### src/rtl/sync_fifo.sv
// Single-clock FIFO with registered read data and handshake pulses.
// Occupancy flags are decoded combinationally from the entry count.
module sync_fifo #(
    parameter int FIFO_WIDTH = 16,
    parameter int FIFO_DEPTH = 8
) (
    input  logic                  clk,
    input  logic                  rst,
    input  logic [FIFO_WIDTH-1:0] data_in,
    input  logic                  wr_en,
    input  logic                  rd_en,
    output logic [FIFO_WIDTH-1:0] data_out,
    output logic                  wr_ack,
    output logic                  overflow,
    output logic                  underflow,
    output logic                  full,
    output logic                  almostfull,
    output logic                  empty,
    output logic                  almostempty
);

    localparam int AW = $clog2(FIFO_DEPTH);
    localparam int CW = AW + 1;
    localparam logic [CW-1:0] DEPTH_C = CW'(FIFO_DEPTH);

    logic [FIFO_WIDTH-1:0] mem_q [FIFO_DEPTH];

    logic [AW-1:0]         wr_ptr_q, wr_ptr_d;
    logic [AW-1:0]         rd_ptr_q, rd_ptr_d;
    logic [CW-1:0]         count_q, count_d;
    logic [FIFO_WIDTH-1:0] data_out_q, data_out_d;
    logic                  wr_ack_q, wr_ack_d;
    logic                  overflow_q, overflow_d;
    logic                  underflow_q, underflow_d;
    logic                  wr_go, rd_go;

    assign full        = (count_q == DEPTH_C);
    assign almostfull  = (count_q == DEPTH_C - CW'(1));
    assign empty       = (count_q == '0);
    assign almostempty = (count_q == CW'(1));

    assign data_out  = data_out_q;
    assign wr_ack    = wr_ack_q;
    assign overflow  = overflow_q;
    assign underflow = underflow_q;

    // A read never frees a slot for a same-cycle write, and a write
    // never bypasses to a same-cycle read.
    assign wr_go = wr_en && !full;
    assign rd_go = rd_en && !empty;

    always_comb begin
        wr_ptr_d    = wr_ptr_q;
        rd_ptr_d    = rd_ptr_q;
        count_d     = count_q;
        data_out_d  = data_out_q;
        wr_ack_d    = wr_go;
        overflow_d  = wr_en && !wr_go;
        underflow_d = rd_en && !rd_go;
        if (wr_go) begin
            wr_ptr_d = wr_ptr_q + AW'(1);
        end
        if (rd_go) begin
            rd_ptr_d   = rd_ptr_q + AW'(1);
            data_out_d = mem_q[rd_ptr_q];
        end
        unique case ({wr_go, rd_go})
            2'b10:   count_d = count_q + CW'(1);
            2'b01:   count_d = count_q - CW'(1);
            default: count_d = count_q;
        endcase
    end

    always_ff @(posedge clk or posedge rst) begin
        if (rst) begin
            wr_ptr_q    <= '0;
            rd_ptr_q    <= '0;
            count_q     <= '0;
            data_out_q  <= '0;
            wr_ack_q    <= 1'b0;
            overflow_q  <= 1'b0;
            underflow_q <= 1'b0;
        end else begin
            wr_ptr_q    <= wr_ptr_d;
            rd_ptr_q    <= rd_ptr_d;
            count_q     <= count_d;
            data_out_q  <= data_out_d;
            wr_ack_q    <= wr_ack_d;
            overflow_q  <= overflow_d;
            underflow_q <= underflow_d;
        end
    end

    // Storage is deliberately left uncleared by reset.
    always_ff @(posedge clk) begin
        if (wr_go) begin
            mem_q[wr_ptr_q] <= data_in;
        end
    end

endmodule

### config.mk
export PLATFORM = sky130hd
export DESIGN_NAME = sync_fifo
export DESIGN_NICKNAME = d
export VERILOG_FILES = /design/src/rtl/sync_fifo.sv
export SDC_FILE = /design/constraint.sdc
export NUM_CORES = 1
export LEC_CHECK = 0
export ABC_AREA = 1
export BUFFER_PORTS_ARGS = -buffer_cell sky130_fd_sc_hd__buf_4
export CAP_MARGIN = 20
export CORE_UTILIZATION = 43
export DETAILED_ROUTE_END_ITERATION = 12
export MAX_ROUTING_LAYER = met4
export PLACE_DENSITY = 0.71
export SLEW_MARGIN = 25
export SYNTH_ARGS = -nofsm -noshare
export SYNTH_HDL_FRONTEND = slang
export SYNTH_SLANG_ARGS = --single-unit
### constraint.sdc
create_clock -name clk -period 2.6 [get_ports clk]
set_input_delay 0.26 -clock clk [delete_from_list [all_inputs] [get_ports clk]]
set_output_delay 0.26 -clock clk [all_outputs]
set_load 0.02 [all_outputs]
==> After elaboration in Yosys (flattened, before gate mapping) <==
Memory sizes are Yosys's and may differ from the RTL's. A register that Yosys moved wholly into a read port is not among the register bits.
Cells that the tools add are included.
{ "totals": {"ff_bits": 13, "mem_bits_rw": 128, "input_bits": 20, "output_inout_bits": 23, "n_memories": 1} }
{ "mem_list": {"columns": ["memory", "depth", "word_bits", "rd", "rd_ports_with_merged_regs", "wr", "line_no", "rtl"], "rows": [
  ["mem_q", 8, 16, 1, 1, 1, "26", "logic [FIFO_WIDTH-1:0] mem_q [FIFO_DEPTH];"]
]} }
{ "op_classes": {"eq_ne": 5, "n_reduce_logical": 10, "n_addsub": 4, "n_mux": 3} }
{ "op_table": {"columns": ["op", "count"], "rows": [
  ["$pmux 4 s2", 1],
  ["$add 3x1->3 const B", 2],
  ["$add 4x1->4 const B", 1],
  ["$eq 4x1->1 const B", 1],
  ["$eq 4x3->1 const B", 1],
  ["$eq 4x4->1 const B", 1],
  ["$logic_and 1x1->1", 4],
  ["$logic_not 1->1", 4],
  ["$logic_not 4->1", 1],
  ["$sub 4x1->4 const B", 1],
  ["$eq 2x1->1 const B", 1],
  ["$eq 2x2->1 const B", 1],
  ["$mux 1", 2],
  ["$reduce_bool 2->1", 1]
]} }

==> Longest topological paths before layout <==
Gate-level depths: netlist of run 1.
{ "depth": {"ltp_word": 5, "depth_mapped": 13} }

==> Worst setup path before layout of run 1 <==
OpenSTA, ideal clock, no wires.
{ "synth_timing": {"path_type": "reg2reg", "start": "register count_q[0]", "end": "memory mem_q[1][0], enable pin", "setup_slack_ns": 0.447, "stages_incl_launch_ff": 8, "required_ns": 2.212, "path_buffers": 0, "arrival_ns": 1.765, "period_less_slack_ns": 2.153, "cell_sequence": "dfrtp_1 > inv_1 > ha_1 > nand3_2 > nand2_2 > inv_2 > nand2_1 > nor2_1"} }
{ "synth_via": {"elab_chain_len": 5} }
{ "synth_lines": {"columns": ["item", "line_no", "rtl"], "rows": [
  ["start, declared", "30", "logic [CW-1:0] count_q, count_d;"],
  ["start signal, assigned", "86", "count_q <= count_d;"],
  ["$eq 4x4->1", "37", "assign full = (count_q == DEPTH_C);"],
  ["$logic_not 1->1", "49", "assign wr_go = wr_en && !full;"],
  ["$logic_and 1x1->1", "49", null],
  ["via wr_ack_d", "32", "logic wr_ack_q, wr_ack_d;"],
  ["$mux 1", "96", "if (wr_go) begin"],
  ["$mux 1 (implied by the code)", "97", "mem_q[wr_ptr_q] <= data_in;"],
  ["end, declared", "26", null]
]} }
The timed path passes the listed nets, and every way through them passes these cells.

==> Final worst setup path of run 1 <==
{ "layout_timing": {"start": "register count_q[0]", "end": "register count_q[3]"} }
{ "layout_via": {"elab_chain_len": 5, "word_cells_on_any_way": 12, "classes_between": "add/sub: 2; eq/ne: 3; mux: 1; reduce/logical: 6"} }
{ "layout_lines": {"columns": ["item", "line_no", "rtl"], "rows": [
  ["$eq 4x4->1 or $logic_not 4->1 (tied branches)", "37, 39", null],
  ["$logic_not 1->1, on equally long branches", "49, 50", null],
  ["$logic_and 1x1->1, on equally long branches", "49, 50", null],
  ["$eq 2x1->1 or $eq 2x2->1 (tied branches)", "67", "unique case ({wr_go, rd_go})"],
  ["$pmux 4 s2 or $reduce_bool 2->1 (tied branches)", null, null]
]} }
Several ways; a longest one is shown, not always the timed one.
A chain may end at the register's enable or synchronous reset.

==> results by group, run 1 <==
Pwr
  • PD cells: 1130 nW/um^2
  • Pleak: 3.53 nW
  • Max rail drop VDD: 0.489 mV
  • Total power: 8.84 mW

Timing
  • Final setup margin: 0.318 ns
  • Fmax: 0.438 GHz
  • Final Critical Period: 2.28 ns
  • Unrepaired setup endpoints after global routing: no
  • Fin crit share: 87.8%
  • Worst Tran Pin Value: 0.667 ns
  • Slew Viols, Final: 0
  • # setup viols final: 0
  • Clock Skews: 0.00722 ns
  • Slew HR: 55.5%
  • Post-Route Setup TNS: 0 ns
  • Fin. Hold Viols: 0
  • Smallest hold slack: 0.0688 ns

Routing
  • Final WL: 13900 um
  • Wire length per cell: 15.3 um
  • Via Count: 4456
  • Via density: 4.88
  • # DRC: 0
  • Antenna viol nets, final: 0
  • Drt initial violations: 354
  • Drt first pass iters: 4

Layout
  • Nets: 716
  • Final Cell Area: 7860 um^2
  • Filler Cells Inserted: 1311
  • Layout cell share with drive strength beyond 1: 14.2%
  • P&R area growth vs syn: 16.4%
  • Antenna diodes: 0

Logic synthesis
  • Syn Std Cell Area: 6750 um^2
  • Netlist cell types: 30
  • Post-Syn Nets: 668
  • Most frequent cell after synthesis: nand2_1
  • Post-synthesis register bit count: 157
  • Asr flop ratio synth: 18.5%
  • Top cell type's share of synthesized area: 57.0%
  • Mapped Cells: 642
  • Synth top cells by count: nand2_1 (207), edfxtp_1 (128), inv_1 (110)
  • Seq/Total Area, Yosys: 67.7%
  • Yosys top cell by area: edfxtp_1
  • Area contributors post-synth: edfxtp_1 (57%), nand2_1 (12%), dfrtp_1 (11%)
  • Number of synthesized flops with an enable pin: 128
  • Synth Area per Inst: 10.5 um^2
  • Dominant synthesized flop cell: edfxtp_1
  • Synth Warn #: 0

Critical path
  • Reg2reg path depth: 11
  • Worst Setup Path Type: flop to flop
  • Reg2Reg Setup Slack: 0.32 ns
  • Crit end category: flop
  • CP most frequent cell: inv_1
  • Slowest-stage cell, CP: dfrtp_1
  • CP required: 2.92 ns
  • CP cell instances: inv_1 > ha_1 > nand3_4 > nand2_4 > inv_4 > ha_1 > inv_1 > o21ai_0 > nand4_1 > nand2_1 > inv_1
  • CP startpoint kind: flop
  • Max stage delay on crit path: 0.45 ns
  • Worst reg2reg path endpoint: count_q[3]
  • Critical path depth: 11
  • Crit path DAT: 2.60 ns
  • CP max FO: 20
  • FF-to-FF Start: count_q[0]
  • Crit path buffers/inverters: 4
  • Family with the most delay on the worst path: adder cells

Floorplan
  • IO Pins: 43
  • Die H: 127 um
  • Die W: 127 um
  • Core Box Area: 15300 um^2
  • Core Rows: 45
  • Starting Density: 44.2%
  • Die area: 16200 um^2

Clock network
  • Clk slew on worst S/H paths: 0.06 ns
  • Clock sink count: 157
  • Cts repair resizes: 0
  • Clock Latency Late Sink: 0.42 ns
  • Root buffer cell: clkbuf_16
  • Worst-case clock buffer depth: 2
  • H-tree depth: 4
  • CTS tree: done
  • CTS Buf Count: 17

Min path
  • Hold Startpoint: data_in[14]
  • Hold Path Class: input pin to flop
  • WHS Endpoint: mem_q[3][14]
  • Hold depth: 1

GRT
  • Global Route Usage Sum: 19.1%
  • Largest net degree at the start of global routing: 54
  • Grt ovf: 0
  • First-pass GRT wire length: 22400 um
  • Vias in the first global route: 4413
  • Initial antenna violation count: 0

Place
  • Dpl ws: 0.332 ns
  • Port buffer count: 42
  • Final GP Congestion: 0.792
  • Hpwl dp: 8100 um
  • Post-Place Cell Area: 7260 um^2

Run
  • Max-Cap Viols: 0

Outcome
  • Status: finished, final reports clean
[worst max-delay path by stage]
stage                          start     endpoint  slack (ns)
after detailed placement  count_q[0]   count_q[3]        0.33
after CTS                 count_q[0]   count_q[3]        0.31
after global placement    count_q[0]   count_q[3]        0.44
after floorplan           count_q[0]  mem_q[1][0]        0.45
after global routing      count_q[0]   count_q[3]         0.1
final                     count_q[0]   count_q[3]        0.32
[state kept, by name, summed over array words and instances (netlist names)]
| name | cells |
|---|---|
| count_q | 4 |
| rd_ptr_q | 3 |
| underflow | 1 |
| mem_q | 128 |
| overflow | 1 |
| data_out | 16 |
| wr_ack | 1 |
| wr_ptr_q | 3 |
[placed cells by master, fill, tap and decap left out]
| cell type | Yosys | final |
|---|---|---|
| nand2_1 | 207 | 207 |
| edfxtp_1 | 128 | 128 |
| inv_1 | 110 | 110 |
| nand3_1 | 97 | 97 |
| buf_4 | 7 | 54 |
| dfrtp_1 | 29 | 28 |
| clkbuf_16 | 0 | 17 |
| inv_2 | 6 | 6 |
| nor2_1 | 6 | 6 |
| ha_1 | 6 | 6 |
| clkbuf_1 | 1 | 6 |
| nor2_2 | 4 | 4 |
| xor2_1 | 3 | 3 |
| clkinv_2 | 0 | 3 |
| bufinv_16 | 0 | 3 |
| nand2_4 | 2 | 2 |
| o21ai_1 | 2 | 2 |
| o21ai_0 | 2 | 2 |
| xnor2_1 | 2 | 2 |
| clkinvlp_4 | 0 | 2 |
| nand3_4 | 1 | 1 |
| inv_4 | 1 | 1 |
| nand3_2 | 1 | 1 |
| nand2_2 | 1 | 1 |
| or2_4 | 1 | 1 |
| nor3_1 | 1 | 1 |
| nor3b_1 | 1 | 1 |
| o22ai_1 | 1 | 1 |
| nand4_1 | 1 | 1 |
| xor2_2 | 1 | 1 |
| o211ai_1 | 1 | 1 |
| clkbuf_8 | 0 | 1 |
| dlygate4sd3_1 | 0 | 1 |
| buf_12 | 0 | 1 |
| dfrtp_2 | 0 | 1 |
[timing repair]
action | 4_1_cts | 5_1_grt
setup buffers | 0 | 0
hold endpoints to repair | 29 | 0
hold buffers | 1 | 0
[final cells by class]
cell class / instances / area [um^2] / area share [%]
Sequential cell: 157 / 4570 / 58.2
Multi-Input combinational cell: 341 / 1560 / 19.9
Clock buffer: 24 / 462 / 5.88
Inverter: 117 / 442 / 5.62
Timing Repair Buffer: 56 / 435 / 5.54
Tap cell: 211 / 264 / 3.36
Clock inverter: 8 / 120 / 1.53
[kinds of logic after synthesis]
family,count (synthesis),synth area share [%]
DFF,157,67.7
and+or+nand+nor,323,20.7
buffers and inverters,144,9.12
xor gates and xnor gates,6,0.890
adders and majority gates,6,1.11
AOI/OAI and AO/OA,6,0.501
[stage by stage]
stage,instances,util (%)
2_1_floorplan,642,-
3_3_place_gp,881,47.6
3_5_place_dp,881,47.6
4_1_cts,914,51.5
5_1_grt,914,51.5
6_report,914,51.5
[where the power goes]
part / leakage [nW] / internal (mW) / switching (mW)
sequential: 1.51 / 3.25 / 0.301
clock: 0.278 / 1.53 / 0.931
combinational: 1.74 / 0.947 / 1.88
[metal layers]
metal	up-vias	routed length [um]	track usage [%]
li1	2141	-	-
met1	2171	5700	22.0
met2	124	7240	32.7
met3	20	792	4.61
met4	0	215	6.79
met5	-	0	-
(Power assumes the default switching activity.)
==> run 2, diff against run 1 <==
RECOVER_POWER = 25   (was unset)
==> run 2 against run 1 <==
Via count increased by 0.70%. Utilization decreased by 0.34 points. Critical path depth unchanged. Count of clock-buffer cells in the layout unchanged. Sequential share of layout area increased by 0.39 points. Wire length increased by 0.13%. Flip-flop and latch count unchanged. Largest cell class unchanged.
==> results by group, run 2 (synthesis results as in run 1) <==
GRT
  • First-pass GRT wire length: 22400 um (unchanged)
  • Global Route Usage Sum: 19.1% (unchanged)
  • Largest net degree at the start of global routing: 54 (unchanged)
  • Grt ovf: 0 (unchanged)
  • Vias in the first global route: 4413 (unchanged)
  • Initial antenna violation count: 0 (unchanged)

Place
  • Final GP Congestion: 0.792 (unchanged)
  • Port buffer count: 42 (unchanged)
  • Dpl cells: 881 (unchanged)
  • Hpwl dp: 8100 um (unchanged)

Clock network
  • CTS Buf Count: 17 (unchanged)
  • H-tree depth: 4 (unchanged)
  • Clk slew on worst S/H paths: 0.06 ns (about the same)
  • CTS tree: done (unchanged)
  • Root buffer cell: clkbuf_16 (unchanged)
  • Clock Latency Late Sink: 0.42 ns (about the same)
  • Worst-case clock buffer depth: 2 (unchanged)
  • Cts repair resizes: 0 (unchanged)
  • Clock sink count: 157 (unchanged)

Routing
  • Wire length per cell: 15.3 um (about the same)
  • Drt first pass iters: 5 (was 4)
  • Via density: 4.91 (was 4.88)
  • Drt initial violations: 362 (was 354)
  • Final WL: 14000 um (was 13900 um)
  • # DRC: 0 (unchanged)
  • Via Count: 4487 (was 4456)
  • Antenna viol nets, final: 0 (unchanged)

Floorplan
  • Core Rows: 45 (unchanged)
  • Die W: 127 um (unchanged)
  • Die area: 16200 um^2 (unchanged)
  • IO Pins: 43 (unchanged)
  • Starting Density: 44.2% (unchanged)
  • Die H: 127 um (unchanged)
  • Core Box Area: 15300 um^2 (unchanged)

Layout
  • Commonest non-fill, non-tap cell in the layout: nand2_1 (unchanged)
  • Layout cell share with drive strength beyond 1: 12.2% (was 14.2%)
  • Max reg flops: 128 (unchanged)
  • Nets: 716 (unchanged)
  • Finished Layout Cells: 914 (unchanged)
  • Leading cell types in the layout, fill and taps excluded: nand2_1 (207), edfxtp_1 (128), inv_1 (110) (unchanged)
  • Top reg by flops: mem_q (unchanged)
  • Antenna diodes: 0 (unchanged)
  • P&R area growth vs syn: 15.6% (was 16.4%)

Timing
  • Unrepaired setup endpoints after global routing: no (unchanged)
  • Clock Skews: 0.00697 ns (was 0.00722 ns)
  • Fmax: 0.437 GHz (was 0.438 GHz)
  • Slew HR: 56.5% (was 55.5%)
  • Final Critical Period: 2.29 ns (was 2.28 ns)
  • Slew Viols, Final: 0 (unchanged)
  • Fin crit share: 88.0% (was 87.8%)
  • Worst Tran Pin Value: 0.651 ns (was 0.667 ns)
  • Smallest hold slack: 0.0715 ns (was 0.0688 ns)
  • Post-Route Setup TNS: 0 ns (unchanged)
  • # setup viols final: 0 (unchanged)
  • Fin. Hold Viols: 0 (unchanged)

Critical path
  • Family with the most delay on the worst path: adder cells (unchanged)
  • Reg2reg path depth: 11 (unchanged)
  • CP most frequent cell: inv_1 (unchanged)
  • Slowest-stage cell, CP: dfrtp_1 (unchanged)
  • FF-to-FF Start: count_q[0] (unchanged)
  • Worst reg2reg path endpoint: count_q[3] (unchanged)
  • Reg2Reg Setup Slack: 0.31 ns (was 0.32 ns)
  • Crit path buffers/inverters: 4 (unchanged)
  • CP max FO: 20 (unchanged)
  • CP startpoint kind: flop (unchanged)
  • CP required: 2.92 ns (about the same)
  • Max stage delay on crit path: 0.45 ns (about the same)
  • Crit path DAT: 2.60 ns (about the same)
  • Worst Setup Path Type: flop to flop (unchanged)
  • CP cell instances: inv_1 > ha_1 > nand3_4 > nand2_4 > inv_4 > ha_1 > inv_1 > o21ai_0 > nand4_1 > nand2_1 > inv_1 (unchanged)
  • Crit end category: flop (unchanged)

Pwr
  • Max rail drop VDD: 0.487 mV (was 0.489 mV)
  • Clk pwr share: 27.8% (about the same)
  • Pint: 5.72 mW (was 5.73 mW)
  • Pleak: 3.47 nW (was 3.53 nW)
  • Logic pwr share: 32.0% (about the same)
  • Switch share: 35.2% (about the same)
  • PD cells: 1130 nW/um^2 (about the same)
  • Sequential Power Share: 40.2% (about the same)
  • Sw power: 3.11 mW (about the same)

Outcome
  • Status: finished, final reports clean (unchanged)

Min path
  • Hold Path Class: input pin to flop (unchanged)
  • Hold Startpoint: wr_en (was data_in[14])
  • Hold depth: 3 (was 1)
  • WHS Endpoint: overflow (was mem_q[3][14])

Run
  • Max-Cap Viols: 0 (unchanged)
[run 2: changes by cell type in the layout (fill, tap and decap cells not counted), sizes merged]
cell / before / now
clkbuf: 24 / 38
buf: 55 / 41
[run 2: how the worst max path moves through the flow]
| stage | depth (start not counted) | slack (ns) | end | startpoint |
|---|---|---|---|---|
| final | 11 | 0.31 | count_q[3] | count_q[0] |
| after global routing | 11 | 0.1 | count_q[3] | count_q[0] |
| after CTS | 11 | 0.31 | count_q[3] | count_q[0] |
| after detailed placement | 11 | 0.33 | count_q[3] | count_q[0] |
| after global placement | 11 | 0.44 | count_q[3] | count_q[0] |
| after floorplan | 7 | 0.45 | mem_q[1][0] | count_q[0] |
[run 2: what timing repair did]
item | 4_1_cts | 5_1_grt
setup buffers | 0 | 0
hold buffers | 1 | 0
hold endpoints to repair | 29 | 0
[run 2: final cells by class]
type / count / area, um^2
sequential: 157 / 4570
inverter: 117 / 442
clock buffer: 24 / 462
clock inverter: 8 / 120
tap: 211 / 264
fill: 1313 / 7450
multi-input combinational: 341 / 1560
timing repair buffer: 56 / 383
[run 2: worst register-to-register path, stage by stage, from the launching register on]
cell and delay, ns:
dfrtp_1 0.45, inv_1 0.07, ha_1 0.27, nand3_4 0.13, nand2_4 0.17, inv_4 0.29
ha_1 0.27, inv_1 0.09, o21ai_0 0.20, nand4_1 0.12, nand2_1 0.08, inv_1 0.04
[run 2: through the flow]
| stage | power, mW | setup slack (ns) | area (um^2) | util [%] |
|---|---|---|---|---|
| after floorplan | 5.57 | 0.447 | 6750 | - |
| after global placement | 6.29 | 0.439 | 7260 | 47.6 |
| after detailed placement | 6.41 | 0.332 | 7260 | 47.6 |
| after CTS | 8.88 | 0.312 | 7860 | 51.5 |
| after global routing | 9.33 | 0.0960 | 7800 | 51.1 |
| final | 8.83 | 0.313 | 7800 | 51.1 |
[run 2: power by group through the flow]
stage | Clock (mW) | Combinational [mW] | Sequential (mW)
6_report | 2.45 | 2.82 | 3.55
3_5_place_dp | 0 | 2.82 | 3.60
5_1_grt | 2.60 | 3.13 | 3.60
2_1_floorplan | 0 | 1.93 | 3.64
4_1_cts | 2.49 | 2.84 | 3.55
3_3_place_gp | 0 | 2.71 | 3.58
[run 2: metal layers]
metal	wire length, um	part of all wire, %	up-vias	track usage (%)
li1	-	-	2144	-
met1	5850	42	2201	22.0
met2	7270	52	122	32.7
met3	622	4.5	20	4.61
met4	215	1.5	0	6.79
met5	0	0	-	-
